==> src/rtl/riscv_mc_ctrl.sv <==
// riscv_mc_ctrl: multi-cycle RV32I control sequencer (FETCH/DECODE/EXEC/MEM/WB/HALT)
//
// Ports:
//   CLK, RST      rising-edge clock, synchronous active-high reset
//   run           allows a new instruction fetch to start
//   opcode        IR[6:0], valid from DECODE onward
//   br_taken      branch comparison result, valid in EXEC
//   mem_ready     memory port completes the current request this cycle
//   pc_we/pc_src  PC write enable / source (0 = PC+4, 1 = ALU)
//   ir_we         IR and OLDPC capture
//   rf_we/wb_sel  register file write / source (0 ALU, 1 mem, 2 PC link)
//   alu_a_sel     0 rs1, 1 OLDPC, 2 zero
//   alu_b_sel     0 rs2, 1 immediate
//   alu_op        0 add, 1 funct-decoded, 2 branch compare
//   mem_req/mem_we/mem_addr_sel  memory request, store qualifier, address (0 PC, 1 ALU)
//   instr_done    one-cycle retire pulse
//   halt          sticky halt until RST
//   state_dbg     current state encoding
//
// Optional feature macro: RISCV_MC_CTRL_ILLEGAL_TRAP_EN (illegal opcode halts in DECODE;
// otherwise an illegal opcode retires as a NOP).
module riscv_mc_ctrl #(
    parameter int MEM_TIMEOUT = 255
) (
    input  logic       CLK,
    input  logic       RST,
    input  logic       run,
    input  logic [6:0] opcode,
    input  logic       br_taken,
    input  logic       mem_ready,
    output logic       pc_we,
    output logic       pc_src,
    output logic       ir_we,
    output logic       rf_we,
    output logic [1:0] wb_sel,
    output logic [1:0] alu_a_sel,
    output logic       alu_b_sel,
    output logic [1:0] alu_op,
    output logic       mem_req,
    output logic       mem_we,
    output logic       mem_addr_sel,
    output logic       instr_done,
    output logic       halt,
    output logic [2:0] state_dbg
);
    localparam logic [2:0] S_FETCH  = 3'd0;
    localparam logic [2:0] S_DECODE = 3'd1;
    localparam logic [2:0] S_EXEC   = 3'd2;
    localparam logic [2:0] S_MEM    = 3'd3;
    localparam logic [2:0] S_WB     = 3'd4;
    localparam logic [2:0] S_HALT   = 3'd5;

    localparam logic [6:0] OPC_OP     = 7'b0110011;
    localparam logic [6:0] OPC_OPIMM  = 7'b0010011;
    localparam logic [6:0] OPC_LUI    = 7'b0110111;
    localparam logic [6:0] OPC_AUIPC  = 7'b0010111;
    localparam logic [6:0] OPC_LOAD   = 7'b0000011;
    localparam logic [6:0] OPC_STORE  = 7'b0100011;
    localparam logic [6:0] OPC_BRANCH = 7'b1100011;
    localparam logic [6:0] OPC_JAL    = 7'b1101111;
    localparam logic [6:0] OPC_JALR   = 7'b1100111;
    localparam logic [6:0] OPC_FENCE  = 7'b0001111;
    localparam logic [6:0] OPC_SYSTEM = 7'b1110011;

    localparam int WD_W = (MEM_TIMEOUT > 1) ? $clog2(MEM_TIMEOUT + 1) : 1;
    // The halt decision is taken during the last allowed waiting cycle, so compare
    // against MEM_TIMEOUT-1 completed waiting cycles.
    localparam logic [WD_W-1:0] WD_LIM = WD_W'((MEM_TIMEOUT > 0) ? MEM_TIMEOUT - 1 : 0);

    logic [2:0]      state_q, state_d;
    logic [WD_W-1:0] wd_q, wd_d;
    // Remembers that a fetch request is outstanding, so a later drop of run cannot
    // withdraw it.
    logic            fbusy_q, fbusy_d;

    logic       pc_we_c, pc_src_c, ir_we_c, rf_we_c, alu_b_sel_c;
    logic       mem_req_c, mem_we_c, mem_addr_sel_c, instr_done_c, halt_c;
    logic [1:0] wb_sel_c, alu_a_sel_c, alu_op_c;
    logic       wait_c;

`ifdef RISCV_MC_CTRL_ILLEGAL_TRAP_EN
    function automatic logic is_legal(input logic [6:0] op);
        return op == OPC_OP || op == OPC_OPIMM || op == OPC_LUI || op == OPC_AUIPC ||
               op == OPC_LOAD || op == OPC_STORE || op == OPC_BRANCH || op == OPC_JAL ||
               op == OPC_JALR || op == OPC_FENCE || op == OPC_SYSTEM;
    endfunction
`endif

    always_comb begin
        state_d        = state_q;
        pc_we_c        = 1'b0;
        pc_src_c       = 1'b0;
        ir_we_c        = 1'b0;
        rf_we_c        = 1'b0;
        wb_sel_c       = 2'd0;
        alu_a_sel_c    = 2'd0;
        alu_b_sel_c    = 1'b0;
        alu_op_c       = 2'd0;
        mem_req_c      = 1'b0;
        mem_we_c       = 1'b0;
        mem_addr_sel_c = 1'b0;
        instr_done_c   = 1'b0;
        halt_c         = 1'b0;
        case (state_q)
            S_FETCH: begin
                if (run || fbusy_q) begin
                    mem_req_c = 1'b1;
                    if (mem_ready) begin
                        ir_we_c = 1'b1;
                        pc_we_c = 1'b1;
                        state_d = S_DECODE;
                    end
                end
            end
            S_DECODE: begin
`ifdef RISCV_MC_CTRL_ILLEGAL_TRAP_EN
                state_d = is_legal(opcode) ? S_EXEC : S_HALT;
`else
                state_d = S_EXEC;
`endif
            end
            S_EXEC: begin
                case (opcode)
                    OPC_OP: begin
                        alu_op_c = 2'd1;
                        state_d  = S_WB;
                    end
                    OPC_OPIMM: begin
                        alu_b_sel_c = 1'b1;
                        alu_op_c    = 2'd1;
                        state_d     = S_WB;
                    end
                    OPC_LUI: begin
                        alu_a_sel_c = 2'd2;
                        alu_b_sel_c = 1'b1;
                        state_d     = S_WB;
                    end
                    OPC_AUIPC: begin
                        alu_a_sel_c = 2'd1;
                        alu_b_sel_c = 1'b1;
                        state_d     = S_WB;
                    end
                    OPC_LOAD, OPC_STORE: begin
                        alu_b_sel_c = 1'b1;
                        state_d     = S_MEM;
                    end
                    OPC_BRANCH: begin
                        alu_a_sel_c  = 2'd1;
                        alu_b_sel_c  = 1'b1;
                        alu_op_c     = 2'd2;
                        pc_we_c      = br_taken;
                        pc_src_c     = 1'b1;
                        instr_done_c = 1'b1;
                        state_d      = S_FETCH;
                    end
                    OPC_JAL, OPC_JALR: begin
                        // Link and jump share the cycle; the register file still
                        // sees the pre-update PC as the link value.
                        alu_a_sel_c  = (opcode == OPC_JAL) ? 2'd1 : 2'd0;
                        alu_b_sel_c  = 1'b1;
                        pc_we_c      = 1'b1;
                        pc_src_c     = 1'b1;
                        rf_we_c      = 1'b1;
                        wb_sel_c     = 2'd2;
                        instr_done_c = 1'b1;
                        state_d      = S_FETCH;
                    end
                    OPC_SYSTEM: state_d = S_HALT;
                    // FENCE and, without the trap feature, illegal opcodes retire as NOPs.
                    default: begin
                        instr_done_c = 1'b1;
                        state_d      = S_FETCH;
                    end
                endcase
            end
            S_MEM: begin
                mem_req_c      = 1'b1;
                mem_addr_sel_c = 1'b1;
                mem_we_c       = opcode == OPC_STORE;
                if (mem_ready) begin
                    instr_done_c = opcode == OPC_STORE;
                    state_d      = (opcode == OPC_STORE) ? S_FETCH : S_WB;
                end
            end
            S_WB: begin
                rf_we_c      = 1'b1;
                wb_sel_c     = (opcode == OPC_LOAD) ? 2'd1 : 2'd0;
                instr_done_c = 1'b1;
                state_d      = S_FETCH;
            end
            S_HALT: halt_c = 1'b1;
            default: state_d = S_FETCH;
        endcase
        wait_c  = mem_req_c && !mem_ready;
        wd_d    = wait_c ? wd_q + 1'b1 : '0;
        fbusy_d = (state_q == S_FETCH) && wait_c;
        if (MEM_TIMEOUT != 0 && wait_c && wd_q == WD_LIM) state_d = S_HALT;
    end

    always_ff @(posedge CLK) begin
        if (RST) begin
            state_q <= S_FETCH;
            wd_q    <= '0;
            fbusy_q <= 1'b0;
        end else begin
            state_q <= state_d;
            wd_q    <= wd_d;
            fbusy_q <= fbusy_d;
        end
    end

    // Outputs are held low during reset so a pending request is dropped immediately.
    assign pc_we        = !RST && pc_we_c;
    assign pc_src       = !RST && pc_src_c;
    assign ir_we        = !RST && ir_we_c;
    assign rf_we        = !RST && rf_we_c;
    assign wb_sel       = RST ? 2'd0 : wb_sel_c;
    assign alu_a_sel    = RST ? 2'd0 : alu_a_sel_c;
    assign alu_b_sel    = !RST && alu_b_sel_c;
    assign alu_op       = RST ? 2'd0 : alu_op_c;
    assign mem_req      = !RST && mem_req_c;
    assign mem_we       = !RST && mem_we_c;
    assign mem_addr_sel = !RST && mem_addr_sel_c;
    assign instr_done   = !RST && instr_done_c;
    assign halt         = !RST && halt_c;
    assign state_dbg    = RST ? S_FETCH : state_q;
endmodule

==> config.mk <==
export PLATFORM = sky130hd
export DESIGN_NAME = riscv_mc_ctrl
export DESIGN_NICKNAME = d
export VERILOG_FILES = /design/src/rtl/riscv_mc_ctrl.sv
export SDC_FILE = /design/constraint.sdc
export NUM_CORES = 1
export LEC_CHECK = 0
export ABC_AREA = 1
export CAP_MARGIN = 20
export CORE_MARGIN = 2
export CORE_UTILIZATION = 44
export CTS_CLUSTER_DIAMETER = 60
export CTS_CLUSTER_SIZE = 16
export DETAILED_ROUTE_END_ITERATION = 10
export PLACE_DENSITY = 0.78
export SYNTH_ARGS = -nofsm -noshare
export SYNTH_HDL_FRONTEND = slang
export SYNTH_SLANG_ARGS = --single-unit
==> constraint.sdc <==
create_clock -name CLK -period 1.4 [get_ports CLK]
set_input_delay 0.14 -clock CLK [delete_from_list [all_inputs] [get_ports CLK]]
set_output_delay 0.14 -clock CLK [all_outputs]
set_load 0.05 [all_outputs]
==> results of run 1 <==
cell families after synthesis:
kind of cell,after synthesis
flip-flops,12
XOR/XNOR,4
AND/OR/NAND/NOR,93
adder cells (fa/ha/maj),2
AO/OA/AOI/OAI,12
buffers and inverters,22
stage by stage:
stage          setup slack [ns]  cells  TNS (ns)  hold WS (ns)
3_3_place_gp             -0.350    228     -3.95         0.440
3_5_place_dp             -0.433    228     -4.95         0.450
2_1_floorplan            -0.172    145    -0.264         0.338
Yosys cell counts, drive strengths merged:
cell type | number | area [µm²]
nor2 | 33 | 131
nand2 | 31 | 119
inv | 21 | 78.8
nand3 | 13 | 87.6
dfxtp | 12 | 240
a21oi | 8 | 51.3
nor3 | 8 | 56.3
nand4 | 3 | 18.8
xor2 | 3 | 26.3
and3 | 2 | 12.5
ha | 2 | 25.0
clkbuf | 1 | 3.75
nand3b | 1 | 7.51
nor4 | 1 | 6.26
o211ai | 1 | 7.51
o21a | 1 | 7.51
o21ai | 1 | 5.00
o22ai | 1 | 6.26
or2 | 1 | 6.26
xnor2 | 1 | 8.76
==> run summary, run 1 <==
The count of pins on the block boundary was 31; the row count was 16. The clock buffer count from CTS is 3, and the chip height is 49.4 µm. In this run the cell area measured after placement is 1730 µm². The fraction of the mapped netlist area in compound gates came out at 0.0856. The flop and latch count out of synthesis was 12. The initial core utilization is 0.466, and the post-synthesis share of cell area spent on full adders, half adders and majority gates is 0.0276. The number of levels the H-tree was split into is 1, and the sequential-to-total area share from yosys stat is 0.265. Die width: 49.4 µm. The post-synthesis average cell area is 6.25 µm². The tools report the weighted congestion at the end of routability-driven global placement as 0.879. For the sink count of the clock tree, the log shows 12.

The fraction of synthesized area in multiplexers is 0. The tool reported: "[ERROR DPL-0033] detailed placement checks failed during check placement". CTS placed an instance of sky130_fd_sc_hd__clkbuf_4 at the clock tree root.

In this run the post-CTS setup repair buffer count came out at 6. The number of gates resized after CTS was 34. The mapped netlist covers 906 µm². The xor/xnor cell area share of the yosys netlist was 0.0387; the number of different library cells in the post-synthesis netlist was 28.

The tools report the number of warnings reported in the yosys synthesis log as 0. The run stopped with a tool error. The synthesized netlist cell count is 145. The longest clock path from root to sink contains 2 buffers.

The simple-gate portion of the synthesized area was 0.492. The HPWL after detailed placement is 2630 µm. Port buffering added 30 buffers. The tools report the stage where the flow stopped as clock tree synthesis. When the netlist entered floorplanning its net count stood at 159.

After synthesis, the largest family of logic cells by area is simple AND/OR/NAND/NOR gates. Quantity of hold-fixing buffers added after cts: 0.
==> run 2, diff against run 1 <==
==> config.mk (replaced) <==
export PLATFORM = sky130hd
export DESIGN_NAME = riscv_mc_ctrl
export DESIGN_NICKNAME = d
export VERILOG_FILES = /design/src/rtl/riscv_mc_ctrl.sv
export SDC_FILE = /design/constraint.sdc
export NUM_CORES = 1
export LEC_CHECK = 0
export ABC_AREA = 1
export CAP_MARGIN = 20
export CORE_AREA = 2 2 63 65
export DETAILED_ROUTE_END_ITERATION = 10
export DIE_AREA = 0 0 65 67
export PLACE_DENSITY_LB_ADDON = 0.15
export SYNTH_ARGS = -nofsm -noshare
export SYNTH_HDL_FRONTEND = slang
export SYNTH_SLANG_ARGS = --single-unit
==> run 2 against run 1 <==
The flow now finishes, with violations (setup timing). Synthesized cell count stayed put. Area after synthesis stayed put.
==> run summary, run 2 <==
The run finished, with violations left. The final reports fail on setup timing. The run gives 0.251 (was 0.466) as the initial core utilization.

The deepest clock path buffer count is 2 (unchanged), and the simple-gate portion of the synthesized area is 0.492 (unchanged). The worst endpoint required time is 1.26 ns, and the fraction of layout instances using a drive strength above 1 is 0.581. The die width works out to 65 µm (was 49.4 µm). Sort of element at the end of the critical path: a primary output.

The category of the worst setup path launch point is a flip-flop. For the fmax, the log shows 0.635 GHz. The clock arrives with 0.00464 ns of skew. The number of antenna violations at the first check in global routing was 0.

Synth area leaders: sky130_fd_sc_hd__dfxtp_1, sky130_fd_sc_hd__nand2_1, sky130_fd_sc_hd__nor2_1, sky130_fd_sc_hd__inv_1, sky130_fd_sc_hd__nand3_1 (unchanged). The post-synthesis average cell area is 6.25 µm² (unchanged). The fraction of synthesized area in multiplexers was 0 (unchanged). In this run the static leakage power is 0.898 nW. The endpoint identified for the worst register-to-register timing path is state_q[2]. The startpoint identified for the worst register-to-register timing path is state_q[2]. For this block, the routed nets add up to 3120 µm of wire. The via count of the first global-routing pass is 1182, and the post-synthesis share of cell area spent on full adders, half adders and majority gates is 0.0276 (unchanged).

After routing the design area is 2130 µm². The area inside the core boundary came out at 3610 µm². Main combinational cell family by area after synthesis: simple AND/OR/NAND/NOR gates (unchanged). The largest single stage delay on the critical path is 0.37 ns.

0 antenna diodes ended up in the layout. The flop and latch count out of synthesis is 12 (unchanged), and the starting DRC count in detailed routing is 45. The sequential-to-total area share from yosys stat is 0.265 (unchanged), and the total of buffers placed on input and output ports is 30 (unchanged). Power spread over the standard cell area amounts to 1080 nW/µm². Leaving out fill and tap cells, the most frequent cell in the layout is sky130_fd_sc_hd__buf_4.

The xor/xnor cell area share of the yosys netlist was 0.0387 (unchanged). Leaving out filler cells and counting taps, the final layout contains 270. The largest register by flop count was wd_q.

The number of levels the H-tree was split into was 1 (unchanged). Among all stages on the critical path, the largest delay is contributed by sky130_fd_sc_hd__dfxtp_4. Most numerous cell types in the synthesized netlist: sky130_fd_sc_hd__nand2_1, sky130_fd_sc_hd__nor2_1, sky130_fd_sc_hd__inv_1 (unchanged). The tightest min-delay check is of the flip-flop to flip-flop type. Global routing usage summed across all routing layers: 0.149.

Data arrives at the worst endpoint at 1.43 ns. For the final routed database, the setup TNS stands at -1.75 ns. The later pin in the worst-skew pair is clocked with a latency of 0.24 ns. Number of cells on the worst hold path: 1.

The register with the most flip-flops in the layout has 8 of them. The number of synthesized flops with an enable pin works out to 0 (unchanged). The cell area after placement was 1780 µm² (was 1730 µm²); the number of placed cells counting well taps was 254 (was 228). Setup slack after placement: -0.411 ns (was -0.433 ns). The share of power burned in combinational logic was 0.632.

The share of total power consumed by net switching is 0.416. Setup repair after global routing could not meet its margin everywhere. Part of the cycle the worst path needs: 1.12. The synthesized netlist cell count was 145 (unchanged); the vias per cell was 4.42. Setup violations remaining at the end of the flow were counted as 14.

The portion of synthesized cell area occupied by the leading cell type is 0.265 (unchanged). The tools report the quantity of hold-fixing buffers added after cts as 0 (unchanged). Across the VDD grid, the largest voltage drop is 0.000815 V.

The worst register-to-register path has a setup slack of 0.08 ns. The clock period minus worst slack is 1.57 ns. The first global-routing pass estimated 5150 µm of wire. The run gives 12 (unchanged) as the sink count of the clock tree.

For this run the aggregate overflow at the end of global routing stands at 0. The predominant post-synthesis flop cell was sky130_fd_sc_hd__dfxtp_1 (unchanged). The number of nets produced by synthesis is 159 (unchanged), and the share of total power in the clock network is 0.161. For the fraction of power consumed by sequential logic, the log shows 0.206.

The largest registers in the layout are wd_q x8, state_q x3, fbusy_q x1. The first detailed-routing pass took 4 iterations. The worst-case headroom to the max-slew limit is 0.800. The biggest area consumer among synthesized cells was sky130_fd_sc_hd__dfxtp_1 (unchanged). Weighted congestion at the end of routability-driven global placement: 0.847 (was 0.879). Category of the critical setup timing path: flip-flop to primary output. At the pin with the least slew margin, the transition time is 0.298 ns. The library cells used most frequently in the layout, excluding fill and tap cells, are sky130_fd_sc_hd__buf_4, sky130_fd_sc_hd__nand2_1, sky130_fd_sc_hd__buf_12. Entering global routing, the biggest net connects 9 pins.

The net switching power of the design was 0.962 mW; the number of vias after detailed routing was 1193. The beginning of the worst hold path is wd_q[0]. For hold timing, the worst endpoint is wd_q[0].

The tools report the total count of max-transition violations in the final report as 0. The fraction of the mapped netlist area in compound gates is 0.0856 (unchanged), and the chip height is 67 µm (was 49.4 µm). Proportion of synthesized flip-flops having asynchronous set or reset: 0 (unchanged). Traced cell by cell, the critical path runs through buf_6, inv_4, nand3_4, o21a_1, a21oi_2, buf_12.

The floorplan step defined a die boundary enclosing 4360 µm². The run gives 0.591 as the core occupancy in the finished layout. TritonCTS built the clock tree. The tools report the detailed placer's ending HPWL as 2370 µm (was 2630 µm).

The cell-internal power was 1.35 mW; the hold violation count in the final report was 0. After clock tree synthesis, the clock-pin slew on the worst setup and hold paths is 0.05 ns. The total DRC errors in the routed layout was 0. Row count: 22 (was 16).

The tools report the total standard cell area after synthesis as 906 µm² (unchanged). The run gives 0 as the post-route antenna net violation count. The per-cell routed wire length is 11.6 µm, and the clock buffer count from CTS is 3 (unchanged). Along the worst path, the maximum fanout reaches 4.

The count of pins on the block boundary was 31 (unchanged); the number of cells on the worst reg-to-reg path was 10. The run gives -0.174 ns as the minimum setup slack in the final design. The cell at the root of the clock tree is sky130_fd_sc_hd__clkbuf_8 (was sky130_fd_sc_hd__clkbuf_4). The number of warnings reported in the yosys synthesis log is 0 (unchanged). Final net count: 237. Max-cap violations in this run came to 0. The number of different library cells in the post-synthesis netlist was 28 (unchanged); the relative area change from synthesis to final layout was 135%.
## run 2: cell counts after synthesis
No cell type changed its count.
## run 2: what timing repair did
item	CTS	global route
pin swaps	19	15
setup buffers	6	6
endpoints found under the setup margin	20	29
endpoints found under the hold margin	0	0
gates resized for setup	43	25
## run 2: critical path: cells and delay by family (launching register included)
kind	cells	cell delay, ns
flip-flops	1	0.37
AND/OR/NAND/NOR	1	0.10
buffers and inverters	3	0.33
AO/OA/AOI/OAI	2	0.40
## run 2: kinds of logic after synthesis
group / Yosys count
xor gates and xnor gates: 4
adders and majority gates: 2
DFF: 12
AOI/OAI and AO/OA: 12
and+or+nand+nor: 93
buffers and inverters: 22
## run 2: stage by stage
stage	total power, mW	hold slack, ns
floorplan	1.10	0.338
global route	2.46	0.465
global placement	1.58	0.441
detailed placement	1.59	0.459
CTS	2.12	0.471
finish	2.31	0.440
## run 2: area by class of cell
cell class	count	area, µm²
well taps	48	60.1
repair buffers	74	860
clock buffers	4	55.1
inverters	21	83.8
flip-flops and latches	12	254
fillers	331	1470
multi-input cells	111	820
## run 2: metal layers
metal	part of all wire	GRT usage	vias up
met4	0.015	0.0532	0
met5	0	0	-
met1	0.42	0.182	539
li1	-	-	620
met3	0.049	0.0169	4
met2	0.52	0.269	30
## run 2: worst max-delay path by stage
stage          cells past startpoint  slack (ns)      endpoint       start
6_report                           6       -0.17    instr_done  state_q[2]
5_1_grt                            7       -0.22    instr_done  state_q[2]
3_5_place_dp                       8       -0.41  alu_a_sel[0]   opcode[4]
2_1_floorplan                      4       -0.17         pc_we  state_q[0]
4_1_cts                            6       -0.16    instr_done  state_q[2]
3_3_place_gp                       7       -0.37         rf_we   opcode[5]
## run 2: power by group through the flow
stage          Clock [mW]  Sequential, mW  Combinational (mW)
2_1_floorplan           0           0.459               0.636
3_3_place_gp            0           0.446                1.13
3_5_place_dp            0           0.448                1.15
4_1_cts             0.381           0.466                1.27
5_1_grt             0.401           0.481                1.57
6_report            0.373           0.477                1.46
Power figures use the tool's default switching activity.
